$ cat config.mk
export PLATFORM = sky130hd
export DESIGN_NAME = sub_vram_seq_flat
export DESIGN_NICKNAME = d
export VERILOG_FILES = /design/src/rtl/sub_vram_seq_pkg.sv /design/src/rtl/sub_vram_seq_if.sv /design/src/rtl/sub_vram_addrgen.sv /design/src/rtl/sub_vram_seq.sv /design/src/flat_wrapper.sv
export SDC_FILE = /design/constraint.sdc
export NUM_CORES = 1
export LEC_CHECK = 0
export ABC_CLOCK_PERIOD_IN_PS = 5700
export CAP_MARGIN = 20
export CORE_AREA = 8 8 109 81
export CTS_BUF_LIST = sky130_fd_sc_hd__clkbuf_8
export DETAILED_ROUTE_END_ITERATION = 10
export DIE_AREA = 0 0 117 89
export GPL_ROUTABILITY_DRIVEN = 1
export GPL_TIMING_DRIVEN = 0
export RECOVER_POWER = 100
export SLEW_MARGIN = 20
export SYNTH_ARGS = -nofsm -noshare
export SYNTH_HDL_FRONTEND = slang
export SYNTH_SLANG_ARGS = --single-unit
export TNS_END_PERCENT = 1
$ cat constraint.sdc
create_clock -name clk -period 5.7 [get_ports clk]
set_input_delay 1.14 -clock clk [delete_from_list [all_inputs] [get_ports clk]]
set_output_delay 1.14 -clock clk [all_outputs]
set_load 0.01 [all_outputs]
$ cat src/rtl/sub_vram_seq_pkg.sv
// Shared constants, slot phase encoding and address helper for the
// sub-system VRAM slot sequencer.
package sub_vram_seq_pkg;

  localparam int unsigned ADDR_W = 14;
  localparam logic [ADDR_W-1:0] ADDR_MASK = 14'h3FFF;
  localparam int unsigned SLOT_PH = 8;

  typedef enum logic [2:0] {
    PH_RAS     = 3'd0,
    PH_CAS_B   = 3'd1,
    PH_CAS_R   = 3'd2,
    PH_CAS_G   = 3'd3,
    PH_PRE     = 3'd4,
    PH_CPU_RAS = 3'd5,
    PH_CPU_CAS = 3'd6,
    PH_CPU_END = 3'd7
  } phase_t;

  function automatic logic [ADDR_W-1:0] scroll_addr(input logic [ADDR_W-1:0] count,
                                                    input logic [ADDR_W-1:0] ofs);
    return (count + ofs) & ADDR_MASK;
  endfunction

endpackage

$ cat src/rtl/sub_vram_seq_if.sv
// Bundle of the sequencer's timing inputs, CPU handshake and VRAM strobes.
interface sub_vram_seq_if;
  import sub_vram_seq_pkg::*;

  logic              ce;
  logic              sblank_n;
  logic              hde;
  logic              vstart;
  logic [ADDR_W-1:0] scroll_ofs;
  logic              cpu_req;
  logic              cpu_we;
  logic              sras_n;
  logic              sdramv1n;
  logic              sdramv2n;
  logic              sdramv3n;
  logic              scassel;
  logic              srwb;
  logic [ADDR_W-1:0] vaddr;
  logic              shift_ld;
  logic              cpu_ack;

  modport master (
    output ce, sblank_n, hde, vstart, scroll_ofs, cpu_req, cpu_we,
    input  sras_n, sdramv1n, sdramv2n, sdramv3n, scassel, srwb, vaddr, shift_ld, cpu_ack
  );

  modport slave (
    input  ce, sblank_n, hde, vstart, scroll_ofs, cpu_req, cpu_we,
    output sras_n, sdramv1n, sdramv2n, sdramv3n, scassel, srwb, vaddr, shift_ld, cpu_ack
  );

endinterface

$ cat src/rtl/sub_vram_addrgen.sv
// Display fetch address generator: character counter with frame clear,
// scroll offset add and wrap mask.
module sub_vram_addrgen
  import sub_vram_seq_pkg::*;
(
  input  logic              clk,
  input  logic              reset,
  input  logic              vstart,
  input  logic              inc,
  input  logic              load,
  input  logic [ADDR_W-1:0] scroll_ofs,
  output logic [ADDR_W-1:0] vaddr
);

  logic [ADDR_W-1:0] count;

  // Character counter; frame start wins over the end-of-fetch increment
  always_ff @(posedge clk) begin
    if (reset) begin
      count <= {ADDR_W{1'b0}};
    end else if (vstart) begin
      count <= {ADDR_W{1'b0}};
    end else if (inc) begin
      count <= count + {{(ADDR_W-1){1'b0}}, 1'b1};
    end else begin
      count <= count;
    end
  end

  // Fetch address is captured on entry to the slot's RAS phase only
  always_ff @(posedge clk) begin
    if (reset) begin
      vaddr <= scroll_addr({ADDR_W{1'b0}}, scroll_ofs);
    end else if (load) begin
      vaddr <= scroll_addr(count, scroll_ofs);
    end else begin
      vaddr <= vaddr;
    end
  end

endmodule

$ cat src/rtl/sub_vram_seq.sv
// Eight-phase character slot sequencer: display fetch in phases 0-3,
// precharge/arbitration in 4, sub-CPU access in 5-7.
module sub_vram_seq
  import sub_vram_seq_pkg::*;
(
  input  logic         clk,
  input  logic         reset,
  sub_vram_seq_if.slave bus
);

  phase_t phase;
  phase_t phase_nx;
  logic   fetch;
  logic   fetch_nx;
  logic   pending;
  logic   cpu_active;
  logic   cpu_we_lat;
  logic   req_new;
  logic   cpu_grant;
  logic   ras_d, cas_b_d, cas_r_d, cas_g_d, cpu_cas_d, rw_d;

  assign phase_nx  = phase_t'(phase + 3'd1);
  assign fetch_nx  = (phase == PH_CPU_END) ? (bus.sblank_n & bus.hde) : fetch;
  // A request still visible during service or during the ack cycle is the old one
  assign req_new   = bus.cpu_req & ~cpu_active & ~bus.cpu_ack;
  assign cpu_grant = (phase == PH_CAS_G) & (pending | req_new);

  sub_vram_addrgen u_addrgen (
    .clk        (clk),
    .reset      (reset),
    .vstart     (bus.vstart),
    .inc        (bus.ce & (phase == PH_CAS_G) & fetch),
    .load       (bus.ce & (phase == PH_CPU_END)),
    .scroll_ofs (bus.scroll_ofs),
    .vaddr      (bus.vaddr)
  );

  // Strobe levels for the phase about to be entered
  always_comb begin
    ras_d     = 1'b1;
    cas_b_d   = 1'b1;
    cas_r_d   = 1'b1;
    cas_g_d   = 1'b1;
    cpu_cas_d = 1'b1;
    rw_d      = 1'b1;
    case (phase_nx)
      PH_RAS:   ras_d = ~fetch_nx;
      PH_CAS_B: begin ras_d = ~fetch; cas_b_d = ~fetch; end
      PH_CAS_R: begin ras_d = ~fetch; cas_r_d = ~fetch; end
      PH_CAS_G: begin ras_d = ~fetch; cas_g_d = ~fetch; end
      PH_CPU_RAS, PH_CPU_CAS: begin
        ras_d     = ~cpu_active;
        cpu_cas_d = ~cpu_active;
        rw_d      = cpu_active ? ~cpu_we_lat : 1'b1;
      end
      default:  ras_d = 1'b1;
    endcase
  end

  // Phase counter, slot qualifiers, CPU arbiter and registered strobes
  always_ff @(posedge clk) begin
    if (reset) begin
      phase        <= PH_RAS;
      fetch        <= 1'b0;
      pending      <= 1'b0;
      cpu_active   <= 1'b0;
      cpu_we_lat   <= 1'b0;
      bus.sras_n   <= 1'b1;
      bus.sdramv1n <= 1'b1;
      bus.sdramv2n <= 1'b1;
      bus.sdramv3n <= 1'b1;
      bus.scassel  <= 1'b1;
      bus.srwb     <= 1'b1;
      bus.shift_ld <= 1'b0;
      bus.cpu_ack  <= 1'b0;
    end else if (bus.ce) begin
      phase        <= phase_nx;
      fetch        <= fetch_nx;
      bus.sras_n   <= ras_d;
      bus.sdramv1n <= cas_b_d;
      bus.sdramv2n <= cas_r_d;
      bus.sdramv3n <= cas_g_d;
      bus.scassel  <= cpu_cas_d;
      bus.srwb     <= rw_d;
      bus.shift_ld <= (phase == PH_CAS_G) & fetch;
      bus.cpu_ack  <= (phase == PH_CPU_CAS) & cpu_active;
      if (cpu_grant) begin
        cpu_active <= 1'b1;
        pending    <= 1'b0;
        cpu_we_lat <= bus.cpu_we;
      end else if (phase == PH_CPU_CAS) begin
        cpu_active <= 1'b0;
        pending    <= pending | req_new;
      end else begin
        pending    <= pending | req_new;
      end
    end else begin
      bus.shift_ld <= 1'b0;
      bus.cpu_ack  <= 1'b0;
    end
  end

endmodule
$ cat src/flat_wrapper.sv
// flat-port wrapper written by rule: the top's interface ports become plain ports
module sub_vram_seq_flat import sub_vram_seq_pkg::*;
  (clk, reset, bus_ce, bus_sblank_n, bus_hde, bus_vstart, bus_scroll_ofs, bus_cpu_req, bus_cpu_we, bus_sras_n, bus_sdramv1n, bus_sdramv2n, bus_sdramv3n, bus_scassel, bus_srwb, bus_vaddr, bus_shift_ld, bus_cpu_ack);
  sub_vram_seq_if bus_i ();
  input  logic clk;
  input  logic reset;
  input wire logic [$bits(bus_i.ce)-1:0] bus_ce;
  input wire logic [$bits(bus_i.sblank_n)-1:0] bus_sblank_n;
  input wire logic [$bits(bus_i.hde)-1:0] bus_hde;
  input wire logic [$bits(bus_i.vstart)-1:0] bus_vstart;
  input wire logic [$bits(bus_i.scroll_ofs)-1:0] bus_scroll_ofs;
  input wire logic [$bits(bus_i.cpu_req)-1:0] bus_cpu_req;
  input wire logic [$bits(bus_i.cpu_we)-1:0] bus_cpu_we;
  output wire logic [$bits(bus_i.sras_n)-1:0] bus_sras_n;
  output wire logic [$bits(bus_i.sdramv1n)-1:0] bus_sdramv1n;
  output wire logic [$bits(bus_i.sdramv2n)-1:0] bus_sdramv2n;
  output wire logic [$bits(bus_i.sdramv3n)-1:0] bus_sdramv3n;
  output wire logic [$bits(bus_i.scassel)-1:0] bus_scassel;
  output wire logic [$bits(bus_i.srwb)-1:0] bus_srwb;
  output wire logic [$bits(bus_i.vaddr)-1:0] bus_vaddr;
  output wire logic [$bits(bus_i.shift_ld)-1:0] bus_shift_ld;
  output wire logic [$bits(bus_i.cpu_ack)-1:0] bus_cpu_ack;
  assign bus_i.ce = bus_ce;
  assign bus_i.sblank_n = bus_sblank_n;
  assign bus_i.hde = bus_hde;
  assign bus_i.vstart = bus_vstart;
  assign bus_i.scroll_ofs = bus_scroll_ofs;
  assign bus_i.cpu_req = bus_cpu_req;
  assign bus_i.cpu_we = bus_cpu_we;
  assign bus_sras_n = bus_i.sras_n;
  assign bus_sdramv1n = bus_i.sdramv1n;
  assign bus_sdramv2n = bus_i.sdramv2n;
  assign bus_sdramv3n = bus_i.sdramv3n;
  assign bus_scassel = bus_i.scassel;
  assign bus_srwb = bus_i.srwb;
  assign bus_vaddr = bus_i.vaddr;
  assign bus_shift_ld = bus_i.shift_ld;
  assign bus_cpu_ack = bus_i.cpu_ack;
  sub_vram_seq u_core (.clk(clk), .reset(reset), .bus(bus_i));
endmodule
==> reports/results.ini <==
[layout]
diodes=0
drive_gt1_share_pct=3.83
nNetsFinal=356
multi_input_area_um2=1350
final-seq-area_um2=1000
syn_to_final_growth_pct=26.4
fillCellCount=725

[pwr]
power_density_nw_per_um2=213
seq_power_share_pct=50.8
clkPwrFrac_pct=36.4
power_uw=654
netSwitchingFraction_pct=24.0
p_switching_uw=157
peakVddDrop_v=0.000108
leakagePower_nw=1.19
p_comb_share_pct=12.8
power.internal_uw=497

[clock_tree]
clock_latency_ns=0.30
cts_buffers=5
cts.sinks=43
cts_setup_buffers=0
clk_pin_slew_worst_paths_ns=0.08
cts.hold.buffers_added=0
cts_resized=0
htreeDepth=2
clockBufferDepth=2
cts_tree=built
clock-root-buffer=clkbuf_8

[synthesis]
synthFlopType=dfxtp_1
yosysSeqAreaShare_pct=41.2
netlist.area_leader.share_pct=23.9
synth_area_um2=2430
avgSynthCellArea_um2=9.23
synth_edf_count=14
netlist_instances=263
yosysTopAreaCell=dfxtp_1
syn_nets=307
netlist_top_cells_count=nand2_1 (30), dfxtp_1 (29), nor2_1 (25)
synthTopCellsByArea=dfxtp_1 (24%), edfxtp_1 (17%), ha_1 (11%)
yosysWarnings=0
synth.distinct_cells=40
synth.most_common_cell=nand2_1
synthArstFlopShare_pct=0
synth_seq_cells=43

[sta]
fmax_ghz=0.265
rsz0062_at_grt=no
final.min_clock_period_ns=3.77
slew_viol_final=0
tns_ns=0
slew_headroom_pct=49.9
finalSetupViolCount=0
final-hold-violation-count=0
skew_ns=0.0152
finalCritPeriodShare_pct=66.1
tightestPinTransition_ns=0.751

[route]
wire_per_inst_um=14.3
antenna_left=0
routed_wirelength_um=5870
dr.first_iter.drc_count=131
routed_via_density=4.92
vias=2023
drt-pass1-iter-count=5
route.detailed.drc=0

[worst_setup_path]
ff2ff_setup_slack_ns=3.02
r2r_cells=8
crit_required_ns=5.73
worstSetupStartpointType=primary input
endpoint_kind=register
r2r_end=u_core.u_addrgen.vaddr[12]
cp_max_fo=3
r2r_start=u_core.u_addrgen.count[0]
cp_data_arrival_time_ns=3.80
worstSetupPathType=in2reg

[run]
cap_violations=0

[placed_design]
portBuffers=42
gp_congestion=0.851
hpwl_um=4480

[die]
io_pins=44
start_util_pct=34.2
die_w_um=117
die_h_um=89
core_um2=7090
fp.dieArea_um2=10400
rows=26

[global_routing]
grt_pass1_wl_um=9600
grt_pass1_vias=1888
grt_overflow_total=0
grt_usage_pct=11.9
antenna_found_initial=0
grt_max_degree=15

[min_path]
hold_depth=2
min_to=u_core.fetch
hp-start=u_core.fetch
hp-class=reg2reg

[status]
status=complete, no violations

-- power groups by stage --
stage	clock (mW)	sequential (mW)	combinational (mW)
2_1_floorplan	0	0.343	0.0407
3_3_place_gp	0	0.339	0.0857
5_1_grt	0.259	0.334	0.0929
6_report	0.238	0.332	0.0839
3_5_place_dp	0	0.340	0.0866
4_1_cts	0.247	0.333	0.0872
-- worst max-delay path, cell delays in order --
cell	delay [ns]
dlygate4sd3_1	0.57
ha_1	0.26
fa_1	0.44
a211oi_1	0.45
o21ai_0	0.15
a21boi_0	0.34
o21ai_0	0.20
xnor2_1	0.16
o21ai_0	0.09
-- final cells by class --
class                   instances  share of cell area (%)
flip-flops and latches         43                    32.6
clock inverters                 3                    1.30
clock buffers                   5                    2.24
plain buffers                  11                    1.35
multi-input cells             203                    44.1
inverters                       6                   0.734
repair buffers                 42                    13.7
well taps                      98                    4.00
-- metal layers --
metal / GRT usage (%) / share of wire, %
met2: 18.8 / 43
met1: 15.9 / 49
met4: 4.17 / 1.1
met3: 2.43 / 6.5
met5: 0 / 0
-- worst max-delay path by stage --
stage | endpoint | startpoint | slack, ns
detailed placement | u_core.u_addrgen.vaddr[12] | bus_scroll_ofs[0] | 1.83
global placement | u_core.u_addrgen.vaddr[12] | bus_scroll_ofs[0] | 1.80
CTS | u_core.u_addrgen.vaddr[12] | bus_scroll_ofs[0] | 2.13
finish | u_core.u_addrgen.vaddr[12] | bus_scroll_ofs[0] | 1.93
global route | u_core.u_addrgen.vaddr[12] | bus_scroll_ofs[0] | 1.77
floorplan | u_core.u_addrgen.vaddr[10] | bus_scroll_ofs[0] | 2.61
-- through the flow --
step	instance area, um^2	setup slack, ns	util, %	hold WS (ns)	std cells
finish	3070	1.93	43.3	0.491	411
global route	3070	1.77	43.3	0.518	411
CTS	3080	2.13	43.4	0.488	411
detailed placement	2970	1.83	41.9	0.477	403
global placement	2970	1.80	41.9	0.472	403
floorplan	2430	2.61	-	0.455	263
-- cells in the final DEF (no fill, tap or decap), types with 2 or more instances in the layout --
| master | netlist | layout |
|---|---|---|
| nand2_1 | 30 | 30 |
| nand4_1 | 5 | 5 |
| mux2i_1 | 4 | 4 |
| dfxtp_1 | 29 | 29 |
| nand3_1 | 5 | 6 |
| xor2_1 | 14 | 14 |
| mux2_2 | 2 | 2 |
| inv_1 | 6 | 7 |
| edfxtp_1 | 14 | 14 |
| and3_1 | 5 | 5 |
| nor3b_1 | 2 | 2 |
| o41ai_1 | 2 | 2 |
| or2_2 | 2 | 2 |
| nand2b_1 | 6 | 6 |
| o22ai_1 | 4 | 4 |
| a21oi_1 | 13 | 13 |
| clkbuf_1 | 9 | 11 |
| dlygate4sd3_1 | 0 | 25 |
| a211oi_1 | 6 | 6 |
| a21o_1 | 4 | 4 |
| o21ai_0 | 22 | 22 |
| xnor2_1 | 9 | 9 |
| nor2b_1 | 3 | 3 |
| nor2_1 | 25 | 25 |
| ha_1 | 21 | 21 |
| clkbuf_8 | 0 | 5 |
| o21bai_1 | 2 | 2 |
| clkdlybuf4s50_1 | 0 | 17 |
| o211ai_1 | 3 | 3 |
| or3_1 | 3 | 3 |
-- flip-flops by register name, summed over array words and instances, names as in the netlist --
name and cells:
u_core.pending 1, u_core.bus.sdramv2n 1, u_core.bus.sdramv1n 1, u_core.phase 3, u_core.bus.sdramv3n 1, u_core.u_addrgen.vaddr 14, u_core.fetch 1, u_core.bus.srwb 1
u_core.bus.cpu_ack 1, u_core.bus.sras_n 1, u_core.bus.scassel 1, u_core.bus.shift_ld 1, u_core.u_addrgen.count 14, u_core.cpu_we_lat 1, u_core.cpu_active 1
-- logic make-up (layout without fill, tap and decap cells) --
kind of cell	count (synthesis)	after routing	share of synthesized area (%)
AOI/OAI and AO/OA	64	64	16.3
buffers and inverters	17	67	2.78
muxes	6	6	2.58
and+or+nand+nor	88	88	17.2
DFF	43	43	41.2
xor gates and xnor gates	23	23	8.29
adders and majority gates	22	22	11.6
No activity file was read; power rests on OpenSTA's default activity.
